File: src/rtl/line_writeback.sv
// Cache victim-line writeback: reads one line from the data RAM and streams it to memory.
// Optional LINE_WB_FULL_RATE_EN selects 1 word/cycle lookahead addressing; default is 1 word/2 cycles.
module line_writeback #(
  parameter int DATA_WIDTH        = 32,
  parameter int WORD_NUM          = 4,
  parameter int INDEX_WIDTH       = 7,
  parameter int WORD_OFFSET_WIDTH = 2,
  parameter int TAG_WIDTH         = 21,
  parameter int AW                = TAG_WIDTH + INDEX_WIDTH + WORD_OFFSET_WIDTH + 2
) (
  input  logic                         clk,
  input  logic                         rst,
  input  logic                         req_valid,
  output logic                         req_ready,
  input  logic [INDEX_WIDTH-1:0]       req_index,
  input  logic [TAG_WIDTH-1:0]         req_tag,
  output logic [INDEX_WIDTH-1:0]       ram_index,
  output logic [WORD_OFFSET_WIDTH-1:0] ram_offset,
  input  logic [DATA_WIDTH-1:0]        ram_rdata,
  output logic                         mem_valid,
  input  logic                         mem_ready,
  output logic [AW-1:0]                mem_addr,
  output logic [DATA_WIDTH-1:0]        mem_data,
  output logic                         mem_last,
  output logic                         busy,
  output logic                         done
);

  typedef enum logic [1:0] {S_IDLE, S_ISSUE, S_STREAM} state_t;

  state_t                         r_state;
  logic [TAG_WIDTH-1:0]           r_tag;
  logic [INDEX_WIDTH-1:0]         r_index;
  logic [WORD_OFFSET_WIDTH-1:0]   r_wp;
  logic                           r_mem_valid;
  logic                           r_done;

  logic w_hs;
  logic w_last;

  assign w_hs   = r_mem_valid && mem_ready;
  assign w_last = (r_wp == WORD_OFFSET_WIDTH'(WORD_NUM - 1));

  always_ff @(posedge clk) begin
    if (rst) begin
      r_state     <= S_IDLE;
      r_tag       <= '0;
      r_index     <= '0;
      r_wp        <= '0;
      r_mem_valid <= 1'b0;
      r_done      <= 1'b0;
    end else begin
      r_done <= 1'b0;
      case (r_state)
        S_IDLE: begin
          if (req_valid) begin
            r_tag   <= req_tag;
            r_index <= req_index;
            r_wp    <= '0;
            r_state <= S_ISSUE;
          end
        end
        S_ISSUE: begin
          r_state     <= S_STREAM;
          r_mem_valid <= 1'b1;
        end
        S_STREAM: begin
          if (w_hs) begin
            if (w_last) begin
              r_state     <= S_IDLE;
              r_mem_valid <= 1'b0;
              r_done      <= 1'b1;
            end else begin
              r_wp <= r_wp + 1'b1;
`ifndef LINE_WB_FULL_RATE_EN
              // Re-issue the RAM read for the next word; valid drops for one cycle.
              r_state     <= S_ISSUE;
              r_mem_valid <= 1'b0;
`endif
            end
          end
        end
        default: begin
          r_state     <= S_IDLE;
          r_mem_valid <= 1'b0;
        end
      endcase
    end
  end

`ifdef LINE_WB_FULL_RATE_EN
  // Look ahead one word on a non-last handshake so the next word lands right after it.
  assign ram_offset = (w_hs && !w_last) ? r_wp + 1'b1 : r_wp;
`else
  assign ram_offset = r_wp;
`endif

  assign ram_index = r_index;
  assign req_ready = (r_state == S_IDLE);
  assign busy      = (r_state != S_IDLE);
  assign done      = r_done;
  assign mem_valid = r_mem_valid;
  assign mem_data  = ram_rdata;
  assign mem_last  = r_mem_valid && w_last;
  assign mem_addr  = {r_tag, r_index, r_wp, 2'b00};

endmodule

File: config.mk
export PLATFORM = sky130hd
export DESIGN_NAME = line_writeback
export DESIGN_NICKNAME = d
export VERILOG_FILES = /design/src/rtl/line_writeback.sv
export SDC_FILE = /design/constraint.sdc
export NUM_CORES = 1
export LEC_CHECK = 0
export ABC_AREA = 1
export CORE_MARGIN = 5
export CORE_UTILIZATION = 33
export CTS_BUF_LIST = sky130_fd_sc_hd__clkbuf_16
export CTS_CLUSTER_SIZE = 40
export DETAILED_ROUTE_END_ITERATION = 10
export PLACE_DENSITY = 0.9
export SKIP_LAST_GASP = 1
export SLEW_MARGIN = 20
export SYNTH_ARGS = -nofsm -noshare
export SYNTH_HDL_FRONTEND = slang
export SYNTH_SLANG_ARGS = --single-unit
File: constraint.sdc
create_clock -name clk -period 3.8 [get_ports clk]
set_clock_uncertainty 0.2 [all_clocks]
set_input_delay 0.57 -clock clk [delete_from_list [all_inputs] [get_ports clk]]
set_output_delay 0.57 -clock clk [all_outputs]
set_load 0.05 [all_outputs]
==> key figures, run 1 <==
Synthesis
  – Yosys top cell area share: 42.9%
  – Mapped Area: around 0.0016 mm^2
  – Async set-reset flop share out of synthesis: 0%
  – Syn avg cell area: 7.71 um^2
  – Count leader, synth: nor2_1
  – Dominant cell type by area after synthesis: dfxtp_1
  – Synth cell count leaders: nor2_1, buf_4, dfxtp_1, o21ai_1, nand2_1
  – Seq cells post-synth: 34
  – Leading post-synthesis cells by cell area: dfxtp_1, buf_4, nor2_1
  – Cells after Synth: 206
  – Number of synthesized flops with an enable pin: 0
  – Register area share after synthesis: 42.9%
  – Top FF cell, synth: dfxtp_1
  – Ys Warns: 0
  – Yosys cell types: 18

Flow run
  – Number of max-cap violations: 0

Floorplan
  – Horiz. Die Dim: 79.4 um
  – # rows: 25
  – Die height: 79.4 um
  – Total die area: roughly 0.0063 mm^2
  – Core area: approximately 0.0047 mm^2
  – I/O pin cnt: 142
  – Initial Utilization: 33.8%

Timing
  – Max_slew headroom: 41.5%
  – Period minus WS final: 2.58 ns
  – # setup viols final: 0
  – Worst-Margin Slew: 0.876 ns
  – Period utilisation layout: between 60% and 70%
  – RSZ-0062 raised after global routing: false
  – Hold Vio Cnt, Final: 0
  – Max-slew violation count: 0
  – Fin Setup TNS: 0 ns
  – Max Fclk: 0.388 GHz

Placement
  – Post-Place Cells: 285
  – Dpl hpwl: 2720 um
  – Port Buffers: 75
  – RePlAce Congestion: 0.726

Route
  – DR vias/cell: 4.53
  – 1st-pass router iterations: 4
  – ANT nets after route: 0
  – Drt wl/cell: 12.3 um
  – DR vias: approximately 1300
  – Routed WL: 3590 um
  – DR iter-0 viols: 39
  – DRC: 0

Critical path
  – Critical Path AT: 1.81 ns
  – Crit Path Category: reg2out
  – Startpoint type of the worst setup path: register
  – Maximum fanout along the worst path: 5
  – Crit path capture type: output pin
  – Worst endpoint required time: ~3.0 ns

GRT
  – Largest net degree at the start of global routing: 32
  – Vias in the first global route: 1315
  – Total track usage: around 12%
  – Initial antenna violation count: 0
  – Grt total ovfl: 0
  – First-pass GRT wire length: 6040 um

Finish
  – Fin nets: 303
  – Proportion of layout cells with a drive suffix above 1: between 5 and 6%
  – N_diodes: 0
  – Area growth, synth to finish: 38.5%
  – Fin cells: 293

Clock network
  – CTS tree: built
  – Root Buffer: clkbuf_16
  – CTS resizes: 0
  – TritonCTS Buffers: 5
  – CTS Sinks: 34
  – Post CTS Setup Buffer Count: 0
  – CTS Hold Bufs: 0
  – Worst-case clock buffer depth: 2
  – H-tree Lvls: 2
  – Worst-path clk slew: 0.05 ns
  – Worst-skew pair later-pin latency: 0.27 ns

Min path
  – Hold Crit Class: reg2reg

Power and ir drop
  – P per Cell Area: 625 mW/mm^2
  – VDD IR max: 0.221 mV
  – P_leak: between 0.8 and 0.9 nW

Run status
  – Status: finished clean
path summary, 6_finish.rpt:
kind / from / endpoint / slack, ns / depth (start not counted)
worst max-delay path: ram_offset[0] / mem_last / 1.22 / 4
worst min-delay path: r_tag[17] / r_tag[17] / 0.27 / 2
worst max register to register: r_state[0] / r_tag[19] / 2.30 / 5
worst min register to register: r_tag[17] / r_tag[17] / 0.27 / 2
metal layers:
metal	GRT usage [%]	wire length, um	part of all wire (%)	vias up
li1	-	-	-	661
met1	12.5	1460	41	588
met2	21.6	1690	47	67
met3	5.10	387	11	10
met4	5.33	46	1.3	0
met5	0	0	0	-
metrics by stage:
stage / hold slack, ns / setup WS (ns) / utilization [%] / instance area [um^2] / total power, mW
floorplan: 0.327 / 1.71 / - / 1590 / 0.891
global placement: 0.263 / 1.56 / 43.4 / 2040 / 0.939
detailed placement: 0.271 / 1.51 / 43.4 / 2040 / 0.948
CTS: 0.283 / 1.22 / 46.9 / 2200 / 1.39
global route: 0.307 / 1.13 / 46.9 / 2200 / 1.45
finish: 0.274 / 1.22 / 46.9 / 2200 / 1.37
cell type report:
class / count / area, um^2
clock buffer: 5 / 125
clock inverter: 3 / 37.5
fill: 483 / 2490
inverter: 8 / 32.5
multi-input combinational: 114 / 504
sequential: 34 / 681
tap: 54 / 67.6
timing repair buffer: 75 / 751
cells in the final DEF, fill, tap and decap left out:
| cell | n |
|---|---|
| clkdlybuf4s50_1 | 75 |
| nor2_1 | 60 |
| dfxtp_1 | 34 |
| o21ai_1 | 28 |
| nand2_1 | 10 |
| inv_1 | 9 |
| clkbuf_16 | 5 |
| nand3_1 | 4 |
| a21oi_1 | 4 |
| nand2_2 | 2 |
| conb_1 | 2 |
| nor2_4 | 1 |
| nand2_4 | 1 |
| inv_4 | 1 |
| nor2_2 | 1 |
| ha_1 | 1 |
| bufinv_16 | 1 |
critical path: stages (launching register included):
cell and delay (ns):
dfxtp_1 0.40, ha_1 0.22, nand2_1 0.06, inv_1 0.05, clkdlybuf4s50_1 0.80
cell families (layout without fill, tap and decap cells):
kind of cell,count (synthesis),count (layout),share of synthesized area (%)
flip-flops,34,34,42.9
AND/OR/NAND/NOR,79,79,20.4
adder cells (fa/ha/maj),1,1,0.788
other,1,2,0.236
AO/OA/AOI/OAI,32,32,10.1
buffers and inverters,59,91,25.6
where the power goes:
group / total [mW] / switching [mW] / internal, mW
combinational: 0.500 / 0.332 / 0.168
clock: 0.439 / 0.135 / 0.304
sequential: 0.435 / 0.0310 / 0.404
total: 1.37 / 0.498 / 0.876
registers in the layout (all words and copies together) (netlist names):
name and cells:
mem_valid 1, ram_offset 2, ram_index 7, r_tag 21
r_state 2, done 1
Note: power is estimated with default switching activity, not from simulation.
==> inputs of run 2 (changes only) <==
Settings changed: CORE_UTILIZATION 33 to 31, PLACE_DENSITY 0.9 to 0.85.
Clock period 3.8 ns to 2.7 ns, I/O delays scaled along.
==> key figures, run 2 (synthesized netlist as in run 1, its figures left out) <==
Power and ir drop
  – Int Power: 1.14 mW
  – P per Cell Area: 837 mW/mm^2
  – Switch Pwr: roughly 0.70 mW
  – Overall power: 1.84 mW
  – Sw Ratio: 38.0%
  – Sequential share of power: between 30% and 40%
  – P_leak: 0.876 nW
  – VDD IR max: ~0.24 mV
  – Combinational power share: between 30% and 40%
  – Clk pwr share: 28.2%

Floorplan
  – Die height: 81.6 um
  – I/O pin cnt: about 140
  – Core area: 0.00504 mm^2
  – Horiz. Die Dim: slightly above 80 um
  – # rows: 26
  – Initial Utilization: 31.5%
  – Total die area: around 0.0067 mm^2

Clock network
  – CTS tree: built
  – Worst-path clk slew: 0.05 ns
  – Post CTS Setup Buffer Count: 0
  – Worst-case clock buffer depth: 2
  – CTS resizes: 0
  – TritonCTS Buffers: 5
  – CTS Sinks: 34
  – Worst-skew pair later-pin latency: 0.27 ns
  – CTS Hold Bufs: 0
  – H-tree Lvls: 2
  – Root Buffer: clkbuf_16

Critical path
  – Slowest-stage cell, CP: clkdlybuf4s50_1
  – Startpoint type of the worst setup path: register
  – Max stage delay on crit path: ~0.79 ns
  – Critical Path, Cell by Cell: ha_1 > nand2_1 > inv_1 > clkdlybuf4s50_1
  – Worst endpoint required time: 2.10 ns
  – CP top delay family: buffers and inverters
  – Critical Path AT: 1.79 ns
  – Maximum fanout along the worst path: 5
  – Worst path buffer plus inverter count: 2
  – Crit Path Category: reg2out
  – Crit path capture type: output pin

Finish
  – Fin cells: 309
  – Most frequent cells in the layout: clkdlybuf4s50_1, nor2_1, dfxtp_1
  – Largest register by flop count: r_tag
  – Most common cell after layout, fill and taps aside: clkdlybuf4s50_1
  – Final Util: 43.5%
  – Proportion of layout cells with a drive suffix above 1: 5.02%
  – Area growth, synth to finish: 38.1%
  – Post-route cell area: 0.00219 mm^2
  – Max reg flops: 21
  – N_diodes: 0
  – Fin nets: roughly 300

GRT
  – Largest net degree at the start of global routing: 32
  – M2 GR Usage: 18.6%
  – Grt total ovfl: 0
  – Vias in the first global route: 1245
  – First-pass GRT wire length: between 5000 and 6000 um
  – Initial antenna violation count: 0
  – Routing usage on met1: 11.2%
  – Total track usage: 11.0%
  – M3 GR Usage: 3.29%
  – GRT busiest layer: met2

Timing
  – Max-slew violation count: 0
  – Period utilisation layout: about nine tenths
  – Max_slew headroom: between 40% and 50%
  – RSZ-0062 raised after global routing: false
  – Fin Setup TNS: 0 ns
  – Period minus WS final: 2.39 ns
  – # setup viols final: 0
  – Worst-Margin Slew: 0.850 ns
  – Max Fclk: around 0.42 GHz
  – Hold Vio Cnt, Final: 0
  – Final worst setup slack: between 0.3 and 0.4 ns
  – Fin Hold WS: 0.279 ns

Min path
  – Hold Crit Class: reg2reg

Route
  – Routed WL: 3590 um
  – ANT nets after route: 0
  – DR vias: roughly 1300
  – DR vias/cell: 4.23
  – 1st-pass router iterations: 3
  – DR iter-0 viols: 15
  – DRC: 0
  – Drt wl/cell: about 12 um

Flow run
  – Number of max-cap violations: 0

Placement
  – Post-Place Cells: 301
  – RePlAce Congestion: 0.770
  – Placed cell areas: between 0.002 and 0.0025 mm^2
  – Dpl hpwl: 2720 um
  – Pre-CTS WS: 0.590 ns
  – Port Buffers: 75

Run status
  – Status: finished clean
## run 2: cell count changes in the layout (fill, tap and decap cells not counted), sizes merged
| cell | change |
|---|---|
| clkinv | +2 |
| bufinv | -1 |
| inv | -1 |
## run 2: per-layer routing
layer / share of wire, % / vias to the layer above
met3: 9.9 / 20
met5: 0 / -
li1: - / 658
met1: 40 / 575
met2: 46 / 55
met4: 4.0 / 0
## run 2: tightest hold or removal path, delay by kind of cell (launching register included)
family | cells | cell delay (ns)
DFF | 1 | 0.32
and+or+nand+nor | 2 | 0.13
## run 2: power groups by stage
stage          clock network, mW  logic, mW  registers (mW)
4_1_cts                    0.536      0.712           0.613
6_report                   0.518      0.705           0.612
3_5_place_dp                   0      0.711           0.623
5_1_grt                    0.558      0.748           0.622
3_3_place_gp                   0      0.702           0.620
2_1_floorplan                  0      0.424           0.830
## run 2: final timing paths
kind / cells after the start / slack [ns] / startpoint / to
max: 4 / 0.31 / ram_offset[0] / mem_last
min: 2 / 0.28 / r_tag[2] / r_tag[2]
max reg2reg: 5 / 1.19 / r_state[0] / r_tag[20]
min reg2reg: 2 / 0.28 / r_tag[2] / r_tag[2]
## run 2: final cells by class
cell class              instances  area (um^2)
inverters                       8         32.5
well taps                      70         87.6
multi-input cells             114          504
flip-flops and latches         34          681
repair buffers                 75          751
clock inverters                 3         12.5
clock buffers                   5          125
fillers                       519         2850
